==> src/rtl/pc_seq_pkg.sv <==
// Shared types and constants for the program-counter / stall sequencer.
package pc_seq_pkg;

    typedef enum logic [1:0] {
        RUN      = 2'b00,
        WAIT_IN  = 2'b01,
        WAIT_OUT = 2'b10,
        HALTED   = 2'b11
    } seq_state_t;

    localparam int unsigned ADDR_W_DEFAULT = 10;
    localparam int unsigned SWITCH_W       = 16;
    localparam int unsigned IN_ZEXT_W      = 32 - SWITCH_W;

    // Board switches widened to a register-file word.
    function automatic logic [31:0] zext_switches(input logic [SWITCH_W-1:0] sw);
        return {{IN_ZEXT_W{1'b0}}, sw};
    endfunction

endpackage

==> src/rtl/btn_sync_edge.sv <==
// Synchronizes the raw confirm button and emits a one-cycle pulse on each
// rising edge of the synchronized level.
module btn_sync_edge #(
    parameter int unsigned SYNC_STAGES = 2
) (
    input  logic clock,
    input  logic reset,
    input  logic btn,
    output logic pulse
);

    // Fewer than two stages would leave metastability unresolved.
    localparam int unsigned STAGES = (SYNC_STAGES < 2) ? 2 : SYNC_STAGES;

    logic [STAGES-1:0] sync;
    logic              prev;

    // Synchronizer chain, previous-level flop and registered edge pulse.
    always_ff @(posedge clock) begin
        if (!reset) begin
            sync  <= '0;
            prev  <= 1'b0;
            pulse <= 1'b0;
        end else begin
            sync  <= {sync[STAGES-2:0], btn};
            prev  <= sync[STAGES-1];
            pulse <= sync[STAGES-1] & ~prev;
        end
    end

endmodule

==> src/rtl/pc_sequencer.sv <==
// Next-PC selection, stall/halt sequencing and the IN/OUT operator handshake
// for the single-cycle core.
module pc_sequencer
    import pc_seq_pkg::*;
#(
    parameter int unsigned ADDR_W      = ADDR_W_DEFAULT,
    parameter int unsigned SYNC_STAGES = 2
) (
    input  logic              clock,
    input  logic              reset,
    input  logic              pc_signal,
    input  logic              jump,
    input  logic              branch,
    input  logic              branch_cond,
    input  logic [ADDR_W-1:0] target,
    input  logic              halt,
    input  logic              is_in,
    input  logic              is_out,
    input  logic              write,
    input  logic [31:0]       reg_data,
    input  logic [15:0]       switches,
    input  logic              confirm_btn,
    output logic [ADDR_W-1:0] pc,
    output logic              reg_write,
    output logic [31:0]       in_data,
    output logic [31:0]       out_data,
    output logic              stall,
    output logic              halted
);

    seq_state_t        state;
    logic              pulse;
    logic              entry_cycle;
    logic              confirm;
    logic [ADDR_W-1:0] pc_inc;

    btn_sync_edge #(
        .SYNC_STAGES(SYNC_STAGES)
    ) u_btn (
        .clock(clock),
        .reset(reset),
        .btn  (confirm_btn),
        .pulse(pulse)
    );

    // A pulse in the first WAIT cycle comes from a button that was already
    // high when the WAIT state was entered, so it is not a confirm.
    always_comb begin
        confirm = pulse & ~entry_cycle;
        pc_inc  = pc + ADDR_W'(1);
    end

    // Register-file write gating; forced low while reset is asserted so an
    // abandoned IN never writes.
    always_comb begin
        reg_write = 1'b0;
        if (reset) begin
            case (state)
                RUN:     reg_write = write & ~is_in;
                WAIT_IN: reg_write = confirm;
                default: reg_write = 1'b0;
            endcase
        end
    end

    // Sequencer FSM with registered pc, data latches and stall decodes.
    always_ff @(posedge clock) begin
        if (!reset) begin
            state       <= RUN;
            pc          <= '0;
            in_data     <= '0;
            out_data    <= '0;
            stall       <= 1'b0;
            halted      <= 1'b0;
            entry_cycle <= 1'b0;
        end else begin
            entry_cycle <= 1'b0;
            case (state)
                RUN: begin
                    if (is_in) begin
                        state       <= WAIT_IN;
                        stall       <= 1'b1;
                        entry_cycle <= 1'b1;
                    end else if (is_out) begin
                        state       <= WAIT_OUT;
                        stall       <= 1'b1;
                        entry_cycle <= 1'b1;
                        out_data    <= reg_data;
                    end else if (halt) begin
                        state  <= HALTED;
                        stall  <= 1'b1;
                        halted <= 1'b1;
                    end else if (!pc_signal) begin
                        pc <= pc_inc;
                    end else if (jump) begin
                        pc <= target;
                    end else if (branch && branch_cond) begin
                        pc <= target;
                    end else begin
                        pc <= pc_inc;
                    end
                end
                WAIT_IN: begin
                    if (confirm) begin
                        in_data <= zext_switches(switches);
                        pc      <= pc_inc;
                        state   <= RUN;
                        stall   <= 1'b0;
                    end
                end
                WAIT_OUT: begin
                    if (confirm) begin
                        pc    <= pc_inc;
                        state <= RUN;
                        stall <= 1'b0;
                    end
                end
                HALTED: begin
                    state <= HALTED;
                end
                default: begin
                    state  <= RUN;
                    stall  <= 1'b0;
                    halted <= 1'b0;
                end
            endcase
        end
    end

endmodule

==> config.mk <==
export PLATFORM = sky130hd
export DESIGN_NAME = pc_sequencer
export DESIGN_NICKNAME = d
export VERILOG_FILES = /design/src/rtl/pc_seq_pkg.sv /design/src/rtl/btn_sync_edge.sv /design/src/rtl/pc_sequencer.sv
export SDC_FILE = /design/constraint.sdc
export NUM_CORES = 1
export LEC_CHECK = 0
export CAP_MARGIN = 10
export CORE_MARGIN = 1
export CORE_UTILIZATION = 43
export CTS_CLUSTER_SIZE = 14
export DETAILED_ROUTE_END_ITERATION = 8
export HOLD_SLACK_MARGIN = 0.05
export PLACE_DENSITY = 0.86
export SYNTH_ARGS = -nofsm -noshare
export SYNTH_HDL_FRONTEND = slang
export SYNTH_SLANG_ARGS = --single-unit
export TNS_END_PERCENT = 50
==> constraint.sdc <==
create_clock -name clock -period 3.5 [get_ports clock]
set_input_delay 0.7 -clock clock [delete_from_list [all_inputs] [get_ports clock]]
set_output_delay 0.7 -clock clock [all_outputs]
set_load 0.02 [all_outputs]
==> results of run 1 <==
-- flip-flops by register name, summed over array words and instances (netlist names) --
signal and count:
u_btn.sync 2, u_btn.prev 1, entry_cycle 1, u_btn.pulse 1
halted 1, pc 10, state 2, out_data 32
stall 1, in_data 16
-- area by class of cell --
class	instances	area share
inverters	8	0.006885
repair buffers	133	0.3029
multi-input cells	264	0.3055
clock inverters	7	0.02668
well taps	77	0.02209
flip-flops and latches	67	0.3075
clock buffers	9	0.02840
-- power groups by stage --
stage	Combinational (mW)	Clock [mW]	Sequential (mW)
6_report	0.756	0.762	0.904
5_1_grt	0.822	0.816	0.917
4_1_cts	0.758	0.777	0.904
3_5_place_dp	0.753	0	0.921
3_3_place_gp	0.743	0	0.917
2_1_floorplan	0.413	0	0.994
-- through the flow --
stage	utilization	cells	total power [mW]	setup slack [ns]	area, sq um
global route	0.6830	565	2.556	0.5242	4362
CTS	0.6830	565	2.439	0.5822	4362
detailed placement	0.6454	549	1.674	0.5738	4121
floorplan	-	374	1.407	1.451	2918
finish	0.6830	565	2.422	0.5761	4362
global placement	0.6454	549	1.659	0.6080	4121
-- worst max-delay path, delay by kind of cell --
family / cells / cell delay [ns]
simple gates: 2 / 0.29
buf+inv: 2 / 1.14
compound gates: 1 / 0.08
-- layer usage --
| layer | vias up | global-route usage | part of all wire |
|---|---|---|---|
| li1 | 1433 | - | - |
| met1 | 1335 | 0.2441 | 0.43 |
| met2 | 107 | 0.3762 | 0.50 |
| met3 | 2 | 0.05143 | 0.059 |
| met4 | 0 | 0.06780 | 0.0026 |
| met5 | - | 0 | 0 |
-- kinds of logic after synthesis --
family	after synthesis	synth area share
simple gates	145	0.2178
compound gates	99	0.2094
flops	67	0.4687
buf+inv	43	0.08526
fa+ha+maj	4	0.01749
other cells	1	0.001311
-- final timing paths --
| kind | to | cells after the start | slack (ns) |
|---|---|---|---|
| setup / recovery | reg_write | 5 | 0.58 |
| hold / removal | u_btn.pulse | 1 | 0.39 |
| setup reg to reg | pc[4] | 6 | 1.30 |
| hold reg to reg | u_btn.pulse | 1 | 0.39 |
-- Yosys cell counts, types with 2 or more instances --
| library cell | n |
|---|---|
| sky130_fd_sc_hd__o21ai_1 | 5 |
| sky130_fd_sc_hd__a22oi_1 | 2 |
| sky130_fd_sc_hd__ha_1 | 4 |
| sky130_fd_sc_hd__nor3_1 | 2 |
| sky130_fd_sc_hd__nor2b_1 | 3 |
| sky130_fd_sc_hd__nand2b_1 | 3 |
| sky130_fd_sc_hd__a211oi_1 | 5 |
| sky130_fd_sc_hd__o21ai_0 | 4 |
| sky130_fd_sc_hd__inv_2 | 2 |
| sky130_fd_sc_hd__nand4_1 | 2 |
| sky130_fd_sc_hd__inv_1 | 6 |
| sky130_fd_sc_hd__nor2_1 | 7 |
| sky130_fd_sc_hd__a2111oi_0 | 2 |
| sky130_fd_sc_hd__nand2_1 | 109 |
| sky130_fd_sc_hd__dfxtp_1 | 67 |
| sky130_fd_sc_hd__buf_4 | 19 |
| sky130_fd_sc_hd__and3_1 | 4 |
| sky130_fd_sc_hd__a21oi_1 | 61 |
| sky130_fd_sc_hd__nand3_1 | 4 |
| sky130_fd_sc_hd__o21a_1 | 2 |
| sky130_fd_sc_hd__o22ai_1 | 5 |
| sky130_fd_sc_hd__and2_1 | 5 |
| sky130_fd_sc_hd__buf_2 | 3 |
| sky130_fd_sc_hd__a31oi_1 | 2 |
| sky130_fd_sc_hd__clkbuf_1 | 12 |
==> impl_metrics.prom, run 1 <==
# TYPE chip_impl_metric gauge
chip_impl_metric{name="slew_hr",unit=""} 0.4761
chip_impl_info{name="timing_worst_setup_path_type",value="in2out"} 1
chip_impl_metric{name="pin_count",unit=""} 146
chip_impl_metric{name="cts_setup_buffers",unit=""} 0
chip_impl_metric{name="start_util",unit=""} 0.4481
chip_impl_metric{name="htree_num_levels",unit=""} 3
chip_impl_info{name="min-delay-path-class",value="reg2reg"} 1
chip_impl_metric{name="dp_hpwl",unit="um"} 5101
chip_impl_info{name="beginning_of_the_worst_hold_path",value="u_btn.prev"} 1
chip_impl_metric{name="area.sequential",unit="sq um"} 1341
chip_impl_metric{name="drcViolationCount",unit=""} 0
chip_impl_metric{name="drt-vias-per-instance",unit=""} 5.092
chip_impl_info{name="yosys-top-cells-area",value="sky130_fd_sc_hd__dfxtp_1, sky130_fd_sc_hd__nand2_1, sky130_fd_sc_hd__a21oi_1"} 1
chip_impl_info{name="crit_slowest_cell",value="sky130_fd_sc_hd__clkdlybuf4s50_1"} 1
chip_impl_metric{name="synth.lib_cells_used.distinct",unit=""} 44
chip_impl_metric{name="post_synthesis_to_final_layout_area_growth",unit="%"} 52.43
chip_impl_metric{name="overflow",unit=""} 0
chip_impl_metric{name="max_freq",unit="MHz"} 342.0
chip_impl_metric{name="power_switching",unit="mW"} 0.7706
chip_impl_metric{name="p_per_area",unit="nW/um^2"} 555.3
chip_impl_metric{name="sequentialPowerShare",unit=""} 0.373
chip_impl_metric{name="dieArea",unit="sq um"} 6985
chip_impl_metric{name="grt_start_max_net_pins",unit=""} 61
chip_impl_metric{name="core.rowCount",unit=""} 29
chip_impl_info{name="cts_tree",value="yes"} 1
chip_impl_metric{name="worst_path_largest_cell_delay",unit="ns"} 0.60
chip_impl_metric{name="synth.yosys.seq_area_share",unit=""} 0.4687
chip_impl_metric{name="min_period_over_period",unit=""} 0.8354
chip_impl_info{name="post_synth_top_flop",value="sky130_fd_sc_hd__dfxtp_1"} 1
chip_impl_metric{name="share_of_the_synthesized_area_in_the_top_cell_type",unit=""} 0.4687
chip_impl_metric{name="timing_worst_slew_pin_value",unit="ns"} 0.7842
chip_impl_metric{name="power.combinational.fraction",unit=""} 0.312
chip_impl_metric{name="antenna_cells_inserted",unit=""} 0
chip_impl_metric{name="routed_wirelength",unit="um"} 7256
chip_impl_metric{name="p_int",unit="mW"} 1.652
chip_impl_info{name="critical_path.startpoint",value="is_in"} 1
chip_impl_metric{name="first_pass_iters",unit=""} 5
chip_impl_metric{name="gpl_congestion",unit=""} 0.8834
chip_impl_metric{name="grt_antenna_before_repair",unit=""} 0
chip_impl_metric{name="synth-edff-count",unit=""} 0
chip_impl_info{name="most-common-layout-cells",value="sky130_fd_sc_hd__clkdlybuf4s50_1, sky130_fd_sc_hd__nand2_1, sky130_fd_sc_hd__dfxtp_1, sky130_fd_sc_hd__a21oi_1, sky130_fd_sc_hd__conb_1"} 1
chip_impl_metric{name="cp.required",unit="ns"} 2.80
chip_impl_metric{name="number_of_failing_hold_endpoints_at_the_final_stage",unit=""} 0
chip_impl_metric{name="hold_buffers",unit=""} 0
chip_impl_metric{name="max_cap_viol_count",unit=""} 0
chip_impl_metric{name="first_global_vias",unit=""} 2712
chip_impl_metric{name="ant_nets",unit=""} 0
chip_impl_metric{name="timing.clock.skew",unit="ns"} 0.01054
chip_impl_metric{name="num-fill-cells",unit=""} 521
chip_impl_metric{name="multi_input_comb_area",unit="sq um"} 1333
chip_impl_metric{name="setup_tns",unit="ns"} 0
chip_impl_info{name="mostFrequentLayoutCell",value="sky130_fd_sc_hd__clkdlybuf4s50_1"} 1
chip_impl_metric{name="synthesis.area_per_instance",unit="sq um"} 7.971
chip_impl_info{name="grt_setup_unrepaired",value="false"} 1
chip_impl_metric{name="power.static_leakage",unit="nW"} 1.564
chip_impl_metric{name="post_route_cells_drive_above_1_share",unit=""} 0.05943
chip_impl_metric{name="arrival_time_worst_endpoint",unit="ns"} 2.22
chip_impl_metric{name="timing.critical_path.fanout_max",unit=""} 4
chip_impl_metric{name="die_h",unit="um"} 83.58
chip_impl_info{name="worst_r2r_startpoint",value="state[0]"} 1
chip_impl_metric{name="fin_worst_hold_slack",unit="ns"} 0.3866
chip_impl_metric{name="postSynthRegisterBits",unit=""} 67
chip_impl_metric{name="wire_length_of_the_first_global_routing_pass",unit="um"} 12030
chip_impl_metric{name="clock_path_buffers",unit=""} 2
chip_impl_metric{name="clock_sinks",unit=""} 67
chip_impl_metric{name="grt_util_all_layers",unit=""} 0.2099
chip_impl_info{name="critical_path.endpoint_type",value="primary output"} 1
chip_impl_metric{name="portBuffers",unit=""} 129
chip_impl_metric{name="finalCriticalPeriod",unit="ns"} 2.924
chip_impl_info{name="clk_root_buffer_cell",value="sky130_fd_sc_hd__clkbuf_8"} 1
chip_impl_metric{name="finish.net_count",unit=""} 556
chip_impl_metric{name="synthesized_instance_count",unit=""} 359
chip_impl_info{name="crit_path_cell_trace",value="clkdlybuf4s50_1 -> nor2b_2 -> a21oi_1 -> nor2_1 -> clkdlybuf4s50_1"} 1
chip_impl_info{name="critPathMostFrequentCell",value="sky130_fd_sc_hd__clkdlybuf4s50_1"} 1
chip_impl_metric{name="cts.clk_slew.worst_paths",unit="ns"} 0.07
chip_impl_metric{name="core",unit="sq um"} 6386
chip_impl_metric{name="first_iter_violations",unit=""} 98
chip_impl_metric{name="power.clock.fraction",unit=""} 0.315
chip_impl_metric{name="power.switching_fraction",unit=""} 0.3182
chip_impl_metric{name="avgRoutedWirePerCell",unit="um"} 12.84
chip_impl_metric{name="cts_repair_resizes",unit=""} 0
chip_impl_metric{name="netlist_area_pre_place",unit="sq um"} 2861
chip_impl_info{name="yosysTopAreaCell",value="sky130_fd_sc_hd__dfxtp_1"} 1
chip_impl_metric{name="cts_made_buffers",unit=""} 9
chip_impl_metric{name="synthArstFlopShare",unit=""} 0
chip_impl_metric{name="ir_worst_vdd",unit="mV"} 0.3105
chip_impl_metric{name="vias",unit=""} 2877
chip_impl_metric{name="yosysWarnings",unit=""} 0
chip_impl_metric{name="die-width",unit="um"} 83.58
chip_impl_metric{name="drv_slew",unit=""} 0
chip_impl_info{name="start_kind",value="primary input"} 1
chip_impl_info{name="result_of_the_run",value="finished clean"} 1
chip_impl_metric{name="final_setup_fails",unit=""} 0
chip_impl_metric{name="insertion_delay",unit="ns"} 0.33
Note: power is estimated with default switching activity, not from simulation.
==> inputs of run 2 (changes only) <==
--- a/config.mk
+++ b/config.mk
@@ -7,11 +7,11 @@
 export LEC_CHECK = 0
 export CAP_MARGIN = 10
 export CORE_MARGIN = 1
-export CORE_UTILIZATION = 43
+export CORE_UTILIZATION = 40
 export CTS_CLUSTER_SIZE = 14
 export DETAILED_ROUTE_END_ITERATION = 8
 export HOLD_SLACK_MARGIN = 0.05
-export PLACE_DENSITY = 0.86
+export PLACE_DENSITY = 0.81
 export SYNTH_ARGS = -nofsm -noshare
 export SYNTH_HDL_FRONTEND = slang
 export SYNTH_SLANG_ARGS = --single-unit
==> constraint.sdc (replaced) <==
create_clock -name clock -period 2.9 [get_ports clock]
set_input_delay 0.58 -clock clock [delete_from_list [all_inputs] [get_ports clock]]
set_output_delay 0.58 -clock clock [all_outputs]
set_load 0.02 [all_outputs]
==> run 2 against run 1 <==
  * Total power grew 15%
  * Die area up 7.3%
  * Sequential share of layout area barely moved
  * Global-route usage decreased by 0.81 points
  * Largest power group unchanged
  * Wire length grew 0.59%
  * Cell area up 0.14%
  * Register-to-register slack lost 0.37 ns
  * Setup slack lost 0.33 ns
  * Clock power rose by 0.8%
  * Critical endpoint unchanged
==> impl_metrics.prom, run 2 (synthesis gave the netlist of run 1 again) <==
# TYPE chip_impl_metric gauge
chip_impl_info{name="result_of_the_run",value="finished clean"} 1
chip_impl_metric{name="post_route_cells_drive_above_1_share",unit=""} 0.06517
chip_impl_metric{name="drcViolationCount",unit=""} 0
chip_impl_metric{name="drv_slew",unit=""} 0
chip_impl_metric{name="grt_start_max_net_pins",unit=""} 61
chip_impl_metric{name="power.clock.fraction",unit=""} 0.276
chip_impl_metric{name="post-layout-total-power",unit="mW"} 2.783
chip_impl_metric{name="insertion_delay",unit="ns"} 0.33
chip_impl_metric{name="die_h",unit="um"} 86.58
chip_impl_metric{name="sequentialPowerShare",unit=""} 0.392
chip_impl_info{name="start_kind",value="register"} 1
chip_impl_metric{name="post-route-util",unit=""} 0.6359
chip_impl_metric{name="postPlaceCellArea",unit="sq um"} 4168
chip_impl_metric{name="avgRoutedWirePerCell",unit="um"} 12.43
chip_impl_metric{name="path_buf_inv",unit=""} 2
chip_impl_metric{name="power.static_leakage",unit="nW"} 1.555
chip_impl_info{name="grt_setup_unrepaired",value="false"} 1
chip_impl_info{name="timing.hold.worst_endpoint",value="u_btn.pulse"} 1
chip_impl_metric{name="slew_hr",unit=""} 0.5765
chip_impl_metric{name="post_synthesis_to_final_layout_area_growth",unit="%"} 52.65
chip_impl_metric{name="p_int",unit="mW"} 1.834
chip_impl_metric{name="start_util",unit=""} 0.4166
chip_impl_metric{name="dp_hpwl",unit="um"} 5287
chip_impl_info{name="clk_root_buffer_cell",value="sky130_fd_sc_hd__clkbuf_8"} 1
chip_impl_metric{name="dpl.cell_count",unit=""} 571
chip_impl_metric{name="p_per_area",unit="nW/um^2"} 637.2
chip_impl_metric{name="portBuffers",unit=""} 129
chip_impl_info{name="critical_path.endpoint_type",value="primary output"} 1
chip_impl_metric{name="num-fill-cells",unit=""} 621
chip_impl_info{name="max_flop_register",value="out_data"} 1
chip_impl_metric{name="first_global_vias",unit=""} 2746
chip_impl_metric{name="wire_length_of_the_first_global_routing_pass",unit="um"} 12010
chip_impl_metric{name="max_freq",unit="MHz"} 377.2
chip_impl_metric{name="core.rowCount",unit=""} 30
chip_impl_metric{name="pin_count",unit=""} 146
chip_impl_metric{name="cts.clk_slew.worst_paths",unit="ns"} 0.07
chip_impl_metric{name="max_cap_viol_count",unit=""} 0
chip_impl_metric{name="clock_path_buffers",unit=""} 2
chip_impl_metric{name="ant_nets",unit=""} 0
chip_impl_metric{name="multi_input_comb_area",unit="sq um"} 1333
chip_impl_metric{name="cts_repair_resizes",unit=""} 0
chip_impl_info{name="timing_worst_setup_path_type",value="reg2out"} 1
chip_impl_metric{name="routed_wirelength",unit="um"} 7299
chip_impl_metric{name="cp.required",unit="ns"} 2.32
chip_impl_metric{name="overflow",unit=""} 0
chip_impl_metric{name="setup_tns",unit="ns"} 0
chip_impl_metric{name="ir_worst_vdd",unit="mV"} 0.2733
chip_impl_metric{name="finalCriticalPeriod",unit="ns"} 2.651
chip_impl_info{name="crit_path_cell_trace",value="inv_1 -> ha_1 -> nor2b_2 -> a21oi_1 -> nor2_1 -> clkdlybuf4s50_1"} 1
chip_impl_metric{name="grt_antenna_before_repair",unit=""} 0
chip_impl_metric{name="finish.net_count",unit=""} 559
chip_impl_metric{name="power.combinational.fraction",unit=""} 0.332
chip_impl_info{name="min-delay-path-class",value="reg2reg"} 1
chip_impl_metric{name="timing.critical_path.fanout_max",unit=""} 6
chip_impl_metric{name="htree_num_levels",unit=""} 3
chip_impl_metric{name="gpl_congestion",unit=""} 0.8146
chip_impl_metric{name="area.sequential",unit="sq um"} 1341
chip_impl_metric{name="worst_slack",unit="ns"} 0.2489
chip_impl_metric{name="cts_made_buffers",unit=""} 9
chip_impl_info{name="cts_tree",value="yes"} 1
chip_impl_metric{name="dieArea",unit="sq um"} 7496
chip_impl_metric{name="first_pass_iters",unit=""} 4
chip_impl_metric{name="power.switching_fraction",unit=""} 0.3412
chip_impl_info{name="most-common-layout-cells",value="sky130_fd_sc_hd__clkdlybuf4s50_1, sky130_fd_sc_hd__nand2_1, sky130_fd_sc_hd__dfxtp_1, sky130_fd_sc_hd__a21oi_1, sky130_fd_sc_hd__conb_1"} 1
chip_impl_metric{name="cells_on_worst_hold_path",unit=""} 1
chip_impl_info{name="reg2reg_to",value="pc[4]"} 1
chip_impl_metric{name="drt-vias-per-instance",unit=""} 4.801
chip_impl_info{name="cp_top_family",value="buffers and inverters"} 1
chip_impl_info{name="reg.largest.list",value="out_data x32, in_data x16, pc x10"} 1
chip_impl_metric{name="min_period_over_period",unit=""} 0.9142
chip_impl_metric{name="cts_setup_buffers",unit=""} 0
chip_impl_metric{name="timing.clock.skew",unit="ns"} 0.006851
chip_impl_metric{name="antenna_cells_inserted",unit=""} 0
chip_impl_metric{name="slack_of_the_worst_reg_to_reg_path",unit="ns"} 0.93
chip_impl_metric{name="power_switching",unit="mW"} 0.9497
chip_impl_metric{name="fin_area",unit="sq um"} 4368
chip_impl_metric{name="arrival_time_worst_endpoint",unit="ns"} 2.07
chip_impl_metric{name="pre_cts_ws",unit="ns"} 0.3233
chip_impl_metric{name="core",unit="sq um"} 6869
chip_impl_metric{name="clock_sinks",unit=""} 67
chip_impl_metric{name="first_iter_violations",unit=""} 83
chip_impl_metric{name="fin_worst_hold_slack",unit="ns"} 0.3875
chip_impl_metric{name="hold_buffers",unit=""} 0
chip_impl_metric{name="final_setup_fails",unit=""} 0
chip_impl_metric{name="timing_worst_slew_pin_value",unit="ns"} 0.6352
chip_impl_metric{name="vias",unit=""} 2818
chip_impl_info{name="mostFrequentLayoutCell",value="sky130_fd_sc_hd__clkdlybuf4s50_1"} 1
chip_impl_metric{name="worst_path_largest_cell_delay",unit="ns"} 0.62
chip_impl_metric{name="largest_register_ff_count",unit=""} 32
chip_impl_metric{name="finish.cell_count_without_fillers",unit=""} 587
chip_impl_info{name="beginning_of_the_worst_hold_path",value="u_btn.prev"} 1
chip_impl_info{name="worst_r2r_startpoint",value="state[0]"} 1
chip_impl_metric{name="die-width",unit="um"} 86.58
chip_impl_metric{name="length_in_cells_of_the_worst_reg_to_reg_path",unit=""} 6
chip_impl_metric{name="grt_util_all_layers",unit=""} 0.2017
chip_impl_metric{name="number_of_failing_hold_endpoints_at_the_final_stage",unit=""} 0
chip_impl_info{name="crit_slowest_cell",value="sky130_fd_sc_hd__clkdlybuf4s50_1"} 1
[run 2: cell count changes in the layout (fill, tap and decap cells not counted), sizes merged]
cell / previous run / this run
inv: 8 / 9
bufinv: 3 / 1
clkinvlp: 1 / 2
buf: 4 / 7
[run 2: final cells by class]
| cell class | instances | area share |
|---|---|---|
| timing repair buffer | 136 | 0.3076 |
| multi-input combinational | 264 | 0.3051 |
| inverter | 8 | 0.006875 |
| clock inverter | 7 | 0.01747 |
| tap | 96 | 0.02750 |
| sequential | 67 | 0.3071 |
| clock buffer | 9 | 0.02836 |
[run 2: per-layer routing]
| metal | vias to the layer above | global-route usage | routed length (um) |
|---|---|---|---|
| li1 | 1434 | - | - |
| met1 | 1266 | 0.2365 | 3159 |
| met2 | 107 | 0.3506 | 3522 |
| met3 | 11 | 0.05238 | 491 |
| met4 | 0 | 0.08182 | 125 |
| met5 | - | 0 | 0 |
[run 2: how the worst max path moves through the flow]
stage	from	end	cells past startpoint
after CTS	state[1]	reg_write	6
after floorplan	u_btn.pulse	reg_write	6
final	state[1]	reg_write	6
after global placement	is_in	reg_write	5
after global routing	state[0]	reg_write	6
after detailed placement	is_in	reg_write	5
[run 2: worst reg2reg max path: cells and delay by family, from the launching register on]
| kind | cells | cell delay (ns) |
|---|---|---|
| simple gates | 2 | 0.61 |
| buf+inv | 1 | 0.06 |
| compound gates | 2 | 0.43 |
| fa+ha+maj | 1 | 0.39 |
| flops | 1 | 0.39 |
[run 2: power groups by stage]
| stage | Clock (mW) | Combinational (mW) | Sequential [mW] |
|---|---|---|---|
| 3_5_place_dp | 0 | 0.923 | 1.11 |
| 3_3_place_gp | 0 | 0.904 | 1.11 |
| 4_1_cts | 0.790 | 0.928 | 1.09 |
| 2_1_floorplan | 0 | 0.499 | 1.20 |
| 6_report | 0.768 | 0.925 | 1.09 |
| 5_1_grt | 0.826 | 1.01 | 1.10 |
